$ cat config.mk
export PLATFORM = sky130hd
export DESIGN_NAME = display_scan_ctrl
export DESIGN_NICKNAME = d
export VERILOG_FILES = /design/src/rtl/display_scan_ctrl.sv
export SDC_FILE = /design/constraint.sdc
export NUM_CORES = 1
export LEC_CHECK = 0
export BUFFER_PORTS_ARGS = -buffer_cell sky130_fd_sc_hd__buf_2
export CAP_MARGIN = 20
export CORE_ASPECT_RATIO = 1.2
export CORE_MARGIN = 2
export CORE_UTILIZATION = 45
export DETAILED_ROUTE_END_ITERATION = 7
export PLACE_DENSITY = 0.72
export SLEW_MARGIN = 20
export SYNTH_ARGS = -nofsm -noshare
export SYNTH_HDL_FRONTEND = slang
export SYNTH_SLANG_ARGS = --single-unit
export TNS_END_PERCENT = 100
$ cat constraint.sdc
create_clock -name i_Clk -period 3.58 [get_ports i_Clk]
set_clock_uncertainty 0.15 [all_clocks]
set_input_delay 0 -clock i_Clk [delete_from_list [all_inputs] [get_ports i_Clk]]
set_output_delay 0 -clock i_Clk [all_outputs]
set_load 0.02 [all_outputs]
$ cat src/rtl/display_scan_ctrl.sv
// Multiplexed 7-segment scan controller with double-buffered digit data and inter-digit blanking.
// Define LEADING_ZERO_BLANK_EN to blank leading zero digits (digit 0 is always shown).
module display_scan_ctrl #(
    parameter int DIGITS   = 4,
    parameter int PRESCALE = 50000,
    parameter int BLANK    = 500
) (
    input  logic                  i_Clk,
    input  logic                  i_Rst,
    input  logic                  i_En,
    input  logic                  i_Load,
    input  logic [4*DIGITS-1:0]   i_Data,
    input  logic [DIGITS-1:0]     i_Dp,
    output logic [6:0]            o_Seg,
    output logic                  o_Dp,
    output logic [DIGITS-1:0]     o_An,
    output logic                  o_Frame
);

    // state    | meaning
    // IDLE     | scan stopped, display dark, pending copied to display every cycle
    // BLANKING | first BLANK cycles of a slot, all anodes off
    // SHOW     | remainder of the slot, digit dig lit
    typedef enum logic [1:0] {IDLE, BLANKING, SHOW} state_t;

    localparam int CW = $clog2(PRESCALE);
    localparam int DW = $clog2(DIGITS);
    localparam int BW = 5 * DIGITS;

    localparam logic [CW-1:0] CNT_LAST       = CW'(PRESCALE - 1);
    localparam logic [CW-1:0] CNT_BLANK_LAST = CW'((BLANK > 0) ? BLANK - 1 : 0);
    localparam logic [DW-1:0] DIG_LAST       = DW'(DIGITS - 1);
    localparam state_t        SLOT_START     = (BLANK == 0) ? SHOW : BLANKING;

    state_t          state, state_nxt;
    logic [CW-1:0]   cnt, cnt_nxt;
    logic [DW-1:0]   dig, dig_nxt;
    logic [BW-1:0]   pend, pend_nxt;
    logic [BW-1:0]   disp, disp_nxt;
    logic [BW-1:0]   load_word;
    logic [6:0]      seg_nxt;
    logic            dp_nxt;
    logic [DIGITS-1:0] an_nxt;
    logic            frame_nxt;
    logic [3:0]      disp_nib [DIGITS];
    logic [DIGITS-1:0] disp_dp;

    function automatic logic [6:0] hex7(input logic [3:0] n);
        logic [6:0] s;
        unique case (n)
            4'h0: s = 7'h40;  4'h1: s = 7'h79;  4'h2: s = 7'h24;  4'h3: s = 7'h30;
            4'h4: s = 7'h19;  4'h5: s = 7'h12;  4'h6: s = 7'h02;  4'h7: s = 7'h78;
            4'h8: s = 7'h00;  4'h9: s = 7'h10;  4'hA: s = 7'h08;  4'hB: s = 7'h03;
            4'hC: s = 7'h46;  4'hD: s = 7'h21;  4'hE: s = 7'h06;  4'hF: s = 7'h0E;
            default: s = 7'h7F;
        endcase
        return s;
    endfunction

    assign load_word = {i_Data, i_Dp};

    always_comb begin
        state_nxt = state;
        cnt_nxt   = cnt;
        dig_nxt   = dig;
        pend_nxt  = i_Load ? load_word : pend;
        disp_nxt  = disp;
        if (state == IDLE) begin
            cnt_nxt  = '0;
            dig_nxt  = '0;
            disp_nxt = pend;
            if (i_En) state_nxt = SLOT_START;
        end else if (!i_En) begin
            state_nxt = IDLE;
            cnt_nxt   = '0;
            dig_nxt   = '0;
        end else if (cnt == CNT_LAST) begin
            cnt_nxt   = '0;
            state_nxt = SLOT_START;
            if (dig == DIG_LAST) begin
                dig_nxt = '0;
                // A load landing on the boundary edge goes straight to the display
                disp_nxt = i_Load ? load_word : pend;
            end else begin
                dig_nxt = dig + DW'(1);
            end
        end else begin
            cnt_nxt = cnt + CW'(1);
            if (state == BLANKING && cnt == CNT_BLANK_LAST) state_nxt = SHOW;
        end
    end

    always_comb begin
        for (int k = 0; k < DIGITS; k++) begin
            disp_nib[k] = disp_nxt[DIGITS + 4*k +: 4];
        end
        disp_dp = disp_nxt[DIGITS-1:0];
    end

`ifdef LEADING_ZERO_BLANK_EN
    logic [DIGITS-1:0] lead_zero;

    always_comb begin
        lead_zero = '0;
        lead_zero[DIGITS-1] = (disp_nib[DIGITS-1] == 4'h0);
        for (int k = DIGITS - 2; k >= 1; k--) begin
            lead_zero[k] = lead_zero[k+1] && (disp_nib[k] == 4'h0);
        end
    end
`endif

    // Outputs are computed from next-state values so they register on the same edge
    always_comb begin
        seg_nxt   = 7'h7F;
        dp_nxt    = 1'b1;
        an_nxt    = '1;
        frame_nxt = (state_nxt != IDLE) && (cnt_nxt == CNT_LAST) && (dig_nxt == DIG_LAST);
        if (state_nxt == SHOW) begin
            an_nxt[dig_nxt] = 1'b0;
            seg_nxt         = hex7(disp_nib[dig_nxt]);
            dp_nxt          = ~disp_dp[dig_nxt];
`ifdef LEADING_ZERO_BLANK_EN
            if (lead_zero[dig_nxt]) seg_nxt = 7'h7F;
`endif
        end
    end

    always_ff @(posedge i_Clk) begin
        if (i_Rst) begin
            state   <= IDLE;
            cnt     <= '0;
            dig     <= '0;
            pend    <= '0;
            disp    <= '0;
            o_Seg   <= 7'h7F;
            o_Dp    <= 1'b1;
            o_An    <= '1;
            o_Frame <= 1'b0;
        end else begin
            state   <= state_nxt;
            cnt     <= cnt_nxt;
            dig     <= dig_nxt;
            pend    <= pend_nxt;
            disp    <= disp_nxt;
            o_Seg   <= seg_nxt;
            o_Dp    <= dp_nxt;
            o_An    <= an_nxt;
            o_Frame <= frame_nxt;
        end
    end

endmodule

==> results of run 1 <==
-- sequential cells by signal (all words and copies together), names as in the netlist --
register / count
pend: 20
o_An: 4
o_Dp: 1
state: 2
dig: 2
disp: 20
cnt: 16
o_Seg: 7
o_Frame: 1
-- final cells by class --
class                   instances  area share, %
inverters                      13           1.13
repair buffers                 77           12.8
flip-flops and latches         73           33.7
multi-input cells             298           44.1
well taps                      92           2.66
clock inverters                 5           2.37
clock buffers                  11           3.26
-- metal layers --
metal  vias up  wire length (um)  global-route usage [%]
met3        10               402                    4.10
met2        76              3960                    34.0
met1      1492              3530                    25.0
met4         0               119                    6.96
li1       1582                 -                       -
met5         -                 0                       0
-- critical path, delay by kind of cell, from the launching register on --
kind / cells / cell delay [ps]
and+or+nand+nor: 5 / 1460
muxes: 2 / 640
DFF: 1 / 320
AOI/OAI and AO/OA: 2 / 290
adders and majority gates: 1 / 250
buffers and inverters: 1 / 180
-- worst paths after layout --
kind	from	end	slack, ps	cells past startpoint
worst max register to register	cnt[11]	o_Seg[5]	170	11
worst min register to register	cnt[0]	cnt[0]	330	1
worst max-delay path	cnt[11]	o_Seg[5]	170	11
worst min-delay path	i_Load	pend[12]	40	3
-- cells in the final DEF (no fill, tap or decap), drive strengths merged, types with 4 or more instances in the layout --
| cell | n |
|---|---|
| nand4b | 9 |
| or4 | 7 |
| or3 | 11 |
| o221ai | 6 |
| xor2 | 5 |
| nor3 | 10 |
| nand3 | 13 |
| dlygate4sd3 | 21 |
| xnor2 | 7 |
| nand3b | 4 |
| o21ai | 12 |
| ha | 6 |
| nor4 | 4 |
| a21oi | 9 |
| inv | 13 |
| nor2 | 86 |
| o211ai | 16 |
| nand2 | 22 |
| buf | 56 |
| clkbuf | 11 |
| dfxtp | 73 |
| o22ai | 5 |
| a31oi | 9 |
| mux2i | 36 |
-- what timing repair did --
action / 4_1_cts / 5_1_grt
buffers inserted: 0 / 2
endpoints found under the hold margin: 43 / 0
endpoints found under the setup margin: 0 / 3
gates resized for setup: 0 / 2
hold buffers: 21 / 0
-- power breakdown --
part | total [mW] | leakage (nW) | switching, mW | internal [mW]
registers | 0.851 | 0.597 | 0.0109 | 0.840
logic | 0.187 | 1.01 | 0.100 | 0.0869
clock network | 0.785 | 0.120 | 0.305 | 0.481
total | 1.82 | 1.72 | 0.415 | 1.41
-- through the flow --
step	TNS, ps	hold slack, ps	worst slack [ps]	cell area, um^2	utilization (%)
detailed placement	0	108	139	3850	50.6
global placement	0	94.1	215	3850	50.6
CTS	0	30.6	105	4310	56.6
floorplan	0	-2.81	46.3	3510	-
global route	-9.53	47.7	-9.53	4330	56.8
finish	0	41.9	166	4330	56.8
-- cell families (layout without fill, tap and decap cells) --
group / count (synthesis) / after routing / synth area share, %
AOI/OAI and AO/OA: 61 / 61 / 11.7
xor gates and xnor gates: 12 / 12 / 3.00
adders and majority gates: 6 / 6 / 2.14
buffers and inverters: 36 / 106 / 4.21
DFF: 73 / 73 / 41.7
muxes: 39 / 39 / 12.1
and+or+nand+nor: 180 / 180 / 25.3
==> flow_summary_export.csv, run 1 <==
group,metric,value,unit
drt,drt_pass1_iterations,4,
finish,fin_cells,569,
setup_path,cp.required,3640,ps
floorplan,die_x,84.6,um
floorplan,core-area,7620,um^2
clock_network,clk_pin_slew,80,ps
worst_hold_path,hold_path.class,"primary input to register",
logic_synthesis,synth_edf_count,0,
grt,grt_pass1_vias,2966,
setup_path,start_kind,"register",
job,maxCapViolations,0,
setup_path,path_class,"register to register",
clock_network,cts_tree,"built",
drt,ant_nets,0,
logic_synthesis,synth_nets,437,
logic_synthesis,ys_warn_count,0,
setup_path,worstPathCellList,"or4_4, nor4_1, buf_4, nand2_1, mux2i_1, nor2_2, mux2_2, ha_1, nor2b_1, a21oi_1, o221ai_1",
drt,remaining_drc_errors,0,
logic_synthesis,synth_top_area_share,41.7,%
sta,finalSetupViolCount,0,
logic_synthesis,synthesis.area,3510,um^2
place,gp_congestion,0.827,
finish,area_growth_syn_to_layout,23.4,%
grt,grt_pass1_wl,13700,um
finish,seq_area,1460,um^2
finish,fillers,696,
setup_path,cp.arrival,3470,ps
setup_path,critPathMaxStageDelay,550,ps
logic_synthesis,synth_cell_types,47,
floorplan,die_area,8520,um^2
power_and_ir_drop,irDropWorstVdd,0.311,mV
sta,tightest_slew,803,ps
place,dp_hpwl,5370,um
floorplan,die_h,101,um
sta,min_period,3410,ps
sta,grt_setup_unrepaired,"yes",
clock_network,htree_levels,3,
logic_synthesis,avgSynthCellArea,8.62,um^2
drt,vias,3160,
sta,fin_crit_sh,95.4,%
clock_network,clock-root-buffer,"clkbuf_8",
grt,grt_max_degree,46,
setup_path,worst-path-max-fanout,5,
sta,maxSlewViolCount,0,
drt,drt-total-wl,8010,um
setup_path,critPathCaptureType,"register",
grt,gr-usage-all-layers,19.9,%
clock_network,clkLatencyLatePin,350,ps
grt,antenna_found_initial,0,
logic_synthesis,synth_area_leaders,"dfxtp_1, mux2i_1, nor2_1, o211ai_1, nand2_1",
drt,drtIter0Drc,164,
outcome,status,"finished clean",
floorplan,io_pins,37,
drt,avgRoutedWirePerCell,14.1,um
finish,multi_input_area,1910,um^2
logic_synthesis,synth_common_cells,"nor2_1, dfxtp_1, mux2i_1, nand2_1, clkbuf_1",
sta,slew-limit-headroom,46.5,%
sta,finalHoldViolations,0,
clock_network,cts_buffers,9,
floorplan,num_rows,35,
logic_synthesis,yosys.cell_count.top_type,"nor2_1",
power_and_ir_drop,p_leak,1.72,nW
logic_synthesis,ys_ff_latch,73,
logic_synthesis,synthFlopType,"dfxtp_1",
power_and_ir_drop,powerDensity,421,nW/um^2
floorplan,initial_utilization,46.0,%
logic_synthesis,yosysSeqAreaShare,41.7,%
logic_synthesis,asyncSetResetFlopFracSynth,0,%
finish,n_antenna_cell,0,
sta,fmax,0.293,GHz
logic_synthesis,synth_cells,407,
logic_synthesis,synth_largest_area_cell,"dfxtp_1",
power_and_ir_drop,power,1.82,mW
place,io_buffer_count,36,
clock_network,cts_num_sinks,73,
finish,layout-drive-gt1-share,17.6,%
setup_path,slowest_stage,"or4_4",
finish,nNetsFinal,502,
grt,grt_overflow,0,
place,placedCellCount,530,
drt,vias_per_cell,5.55,
clock_network,cts_max_path_buffers,2,
Power figures use the tool's default switching activity.
==> run 2: changes to the inputs <==
--- a/config.mk
+++ b/config.mk
@@ -8,7 +8,7 @@
 export BUFFER_PORTS_ARGS = -buffer_cell sky130_fd_sc_hd__buf_2
 export CAP_MARGIN = 20
 export CORE_ASPECT_RATIO = 1.2
-export CORE_MARGIN = 2
+export CORE_MARGIN = 4
 export CORE_UTILIZATION = 45
 export DETAILED_ROUTE_END_ITERATION = 7
 export PLACE_DENSITY = 0.72
==> flow_summary_export.csv, run 2 (synthesis gave the netlist of run 1 again) <==
group,metric,value,unit
outcome,status,"finished clean",
sta,slew-limit-headroom,45.0,%
floorplan,die_area,9280,um^2
setup_path,cp.arrival,3480,ps
drt,vias_per_cell,5.56,
clock_network,clock-root-buffer,"clkbuf_8",
power_and_ir_drop,switchingPower,424,uW
drt,drt-total-wl,8140,um
floorplan,io_pins,37,
sta,tightest_slew,826,ps
drt,avgRoutedWirePerCell,14.1,um
finish,area_growth_syn_to_layout,24.3,%
sta,setup_ws,158,ps
clock_network,cts_max_path_buffers,2,
sta,fmax,0.292,GHz
finish,layout_common_cells,"nor2_1, dfxtp_1, buf_2",
sta,finalSetupViolCount,0,
place,dpl_worst_slack,118,ps
drt,vias,3206,
power_and_ir_drop,p_int,1.26,mW
sta,finalHoldViolations,0,
grt,grt_max_degree,46,
job,maxCapViolations,0,
finish,nNetsFinal,510,
grt,grt_pass1_vias,3076,
place,dp_hpwl,5260,um
worst_hold_path,hold_path.class,"primary input to register",
place,gp_congestion,0.802,
power_and_ir_drop,power_frac_clock,37.8,%
sta,maxSlewViolCount,0,
power_and_ir_drop,switching_share,25.2,%
clock_network,clkLatencyLatePin,350,ps
drt,remaining_drc_errors,0,
power_and_ir_drop,irDropWorstVdd,0.236,mV
setup_path,worst-path-max-fanout,10,
floorplan,initial_utilization,46.0,%
floorplan,die_h,105,um
grt,antenna_found_initial,0,
sta,min_period,3420,ps
clock_network,htree_levels,3,
setup_path,cp.required,3630,ps
finish,layout-drive-gt1-share,17.5,%
finish,n_antenna_cell,0,
finish,final_common_cell,"nor2_1",
clock_network,cts_num_sinks,73,
sta,grt_setup_unrepaired,"no",
setup_path,critPathCaptureType,"register",
drt,drt_pass1_iterations,4,
drt,ant_nets,0,
clock_network,clk_pin_slew,80,ps
floorplan,core-area,7620,um^2
setup_path,start_kind,"register",
power_and_ir_drop,p_seq_share,50.6,%
grt,gr-usage-all-layers,18.1,%
grt,grt_overflow,0,
setup_path,path_class,"register to register",
power_and_ir_drop,powerDensity,386,nW/um^2
clock_network,cts_tree,"built",
power_and_ir_drop,p_leak,1.72,nW
place,io_buffer_count,36,
sta,fin_crit_sh,95.6,%
finish,reg.largest.list,"disp x20, pend x20, cnt x16",
floorplan,num_rows,35,
sta,finalSetupTns,0,ps
drt,drtIter0Drc,215,
power_and_ir_drop,comb_power_share,11.6,%
floorplan,die_x,88.6,um
grt,grt_pass1_wl,13600,um
clock_network,cts_buffers,9,
==> run 2: changes by cell type in the layout (fill, tap and decap cells not counted), moves of 2 or more <==
cell | before | now
nor2_4 | 0 | 2
dlygate4sd3_1 | 21 | 28
bufinv_16 | 3 | 1
nor2_2 | 2 | 0
==> run 2: worst paths after layout <==
check             depth (start not counted)  slack, ps  startpoint       end
setup / recovery                         11        160     cnt[11]  o_Seg[5]
hold / removal                            3         20      i_Load  pend[18]
setup reg to reg                         11        160     cnt[11]  o_Seg[5]
hold reg to reg                           1        330      cnt[0]    cnt[0]
==> run 2: critical path, stage by stage (launching register included) <==
cell	delay, ps
dfxtp_1	320
or4_4	550
nor4_1	300
buf_4	170
nand2_1	160
mux2i_4	460
buf_4	250
mux2i_1	290
mux2i_4	170
buf_4	180
a21oi_1	150
o221ai_1	140
==> run 2: layer usage <==
layer / up-vias / global-route usage [%] / part of all wire [%]
met5: - / 0 / 0
met4: 0 / 6.91 / 1.8
met3: 13 / 4.10 / 5.2
met2: 87 / 29.9 / 48
met1: 1506 / 22.5 / 45
li1: 1600 / - / -
==> run 2: final cells by class <==
| cell class | count | area (um^2) |
|---|---|---|
| flip-flops and latches | 73 | 1460 |
| fillers | 697 | 3260 |
| clock inverters | 6 | 67.6 |
| clock buffers | 10 | 128 |
| inverters | 13 | 48.8 |
| repair buffers | 85 | 622 |
| well taps | 92 | 115 |
| multi-input cells | 298 | 1920 |
==> run 2: metrics by stage <==
| step | std cells | utilization, % | instance area (um^2) | power [mW] | hold WS (ps) |
|---|---|---|---|---|---|
| after floorplan | 407 | - | 3510 | 0.986 | -2.81 |
| after global placement | 530 | 50.4 | 3840 | 1.03 | 93.1 |
| after detailed placement | 530 | 50.4 | 3840 | 1.03 | 109 |
| after CTS | 574 | 56.7 | 4320 | 1.69 | 0.109 |
| after global routing | 577 | 57.2 | 4360 | 1.76 | 38.0 |
| final | 577 | 57.2 | 4360 | 1.68 | 20.1 |
==> run 2: timing repair <==
action | CTS | global route
buffers inserted | 0 | 2
hold buffers | 28 | 0
hold endpoints to repair | 43 | 0
setup endpoints to repair | 0 | 5
gates resized for setup | 0 | 6
==> run 2: power by group through the flow <==
stage | sequential (mW) | combinational (mW) | clock (mW)
floorplan | 0.866 | 0.120 | 0
global placement | 0.869 | 0.160 | 0
detailed placement | 0.870 | 0.163 | 0
CTS | 0.851 | 0.190 | 0.649
global route | 0.854 | 0.217 | 0.689
finish | 0.851 | 0.196 | 0.636
==> run 3: changes to the inputs <==
==> constraint.sdc (replaced) <==
create_clock -name i_Clk -period 2.9 [get_ports i_Clk]
set_clock_uncertainty 0.15 [all_clocks]
set_input_delay 0 -clock i_Clk [delete_from_list [all_inputs] [get_ports i_Clk]]
set_output_delay 0 -clock i_Clk [all_outputs]
set_load 0.02 [all_outputs]
==> flow_summary_export.csv, run 3 (synthesis gave the netlist of run 1 again) <==
group,metric,value,unit
outcome,status,"finished, violations left",
outcome,violations,"setup timing",
place,dpl_worst_slack,-359,ps
grt,grtUsageMet1,23.8,%
sta,fin_crit_sh,111,%
clock_network,cts_buffers,9,
sta,min_period,3220,ps
drt,vias,3402,
sta,finalSetupViolCount,8,
sta,fmax,0.310,GHz
finish,fin_cells,628,
sta,tightest_slew,625,ps
grt,grt_use_met3,4.57,%
finish,area_growth_syn_to_layout,39.0,%
clock_network,cts_max_path_buffers,2,
worst_hold_path,hold_path.class,"primary input to register",
finish,final_common_cell,"nor2_1",
grt,antenna_found_initial,0,
finish,design_area,4880,um^2
floorplan,core-area,7620,um^2
sta,finalHoldViolations,0,
place,dpl-instance-area,4300,um^2
sta,maxSlewViolCount,0,
floorplan,initial_utilization,46.0,%
finish,reg.largest.list,"disp x20, pend x20, cnt x16",
setup_path,cp.arrival,3290,ps
grt,use_met2,35.3,%
place,gp_congestion,0.850,
floorplan,die_h,105,um
grt,grt_pass1_wl,15100,um
place,io_buffer_count,36,
finish,n_antenna_cell,0,
clock_network,htree_levels,3,
setup_path,critPathCaptureType,"register",
floorplan,die_area,9280,um^2
drt,ant_nets,0,
drt,vias_per_cell,5.42,
clock_network,clkLatencyLatePin,340,ps
drt,drt_pass1_iterations,7,
drt,drtIter0Drc,216,
sta,slew-limit-headroom,58.0,%
grt,grt_max_degree,45,
floorplan,io_pins,37,
grt,grt_pass1_vias,3377,
power_and_ir_drop,powerDensity,437,nW/um^2
drt,remaining_drc_errors,0,
clock_network,cts_num_sinks,73,
finish,layout-drive-gt1-share,29.3,%
finish,nNetsFinal,563,
grt,grt_overflow,0,
grt,gr-usage-all-layers,20.3,%
drt,drt-total-wl,9010,um
setup_path,start_kind,"register",
job,maxCapViolations,0,
setup_path,worst-path-max-fanout,17,
sta,grt_setup_unrepaired,"yes",
setup_path,cp.required,2970,ps
clock_network,clk_pin_slew,70,ps
clock_network,clock-root-buffer,"clkbuf_8",
grt,grt_most_used_layer,"met2",
power_and_ir_drop,power,2.13,mW
floorplan,num_rows,35,
setup_path,path_class,"register to register",
finish,layout_common_cells,"nor2_1, dfxtp_1, buf_4",
sta,setup_ws,-323,ps
drt,avgRoutedWirePerCell,14.3,um
place,dp_hpwl,6100,um
place,placedCellCount,578,
power_and_ir_drop,p_leak,2.01,nW
clock_network,cts_tree,"built",
power_and_ir_drop,irDropWorstVdd,0.285,mV
floorplan,die_x,88.6,um
==> run 3: cell types whose count changed in the layout (fill, tap and decap cells not counted), moves of 2 or more <==
cell / before / now
buf_4: 19 / 70
buf_6: 1 / 7
dlygate4sd3_1: 28 / 23
ha_1: 6 / 3
buf_12: 0 / 2
clkinv_2: 1 / 3
clkinvlp_4: 2 / 0
dfxtp_1: 73 / 71
dfxtp_2: 0 / 2
ha_2: 0 / 2
nand2_1: 22 / 20
nand2_2: 0 / 2
==> run 3: repair_timing <==
action	in CTS	in global routing
pin swaps	2	1
gates cloned	0	0
gates resized for setup	3	14
buffers inserted	13	0
hold buffers	23	0
endpoints found under the hold margin	30	0
setup endpoints to repair	7	8
==> run 3: stage by stage <==
step | utilization (%) | hold slack (ps) | setup TNS (ps)
2_1_floorplan | - | -2.81 | -1430
3_3_place_gp | 56.4 | 94.9 | -1480
3_5_place_dp | 56.4 | 107 | -2080
4_1_cts | 63.2 | 101 | -1810
5_1_grt | 64.0 | 128 | -3050
6_report | 64.0 | 125 | -2010
==> run 3: layer usage <==
metal / wire length, um / vias to the layer above
met5: 0 / -
met3: 372 / 17
met4: 202 / 0
met1: 3750 / 1585
met2: 4680 / 104
li1: - / 1696
==> run 3: area by class of cell <==
class,instances,area [um^2]
Timing Repair Buffer,138,1050
Multi-Input combinational cell,298,2010
Fill cell,623,2740
Clock buffer,10,138
Sequential cell,73,1460
Inverter,13,48.8
Tap cell,92,115
Clock inverter,4,45.0
==> run 3: worst max-delay path, cell delays in order, from the launching register on <==
cell	delay, ps
dfxtp_2	320
or4_4	560
or4_4	500
nor2_4	120
buf_12	140
nand4b_1	110
o211ai_1	150
mux2i_1	120
mux2_4	290
ha_2	190
buf_4	150
o211ai_1	180
o211ai_1	110
==> run 3: worst paths after layout <==
path / start / depth (start not counted) / to / slack (ps)
setup reg to reg: cnt[10] / 12 / o_Seg[3] / -320
hold reg to reg: pend[2] / 2 / pend[2] / 350
hold / removal: i_Load / 4 / pend[3] / 130
setup / recovery: cnt[10] / 12 / o_Seg[3] / -320
==> run 3: report_power, final <==
part           internal (mW)  switching (mW)  leakage (nW)
logic                  0.168           0.150          1.32
clock network          0.407           0.353        0.0978
registers               1.04          0.0146         0.598
total                   1.61           0.518          2.01
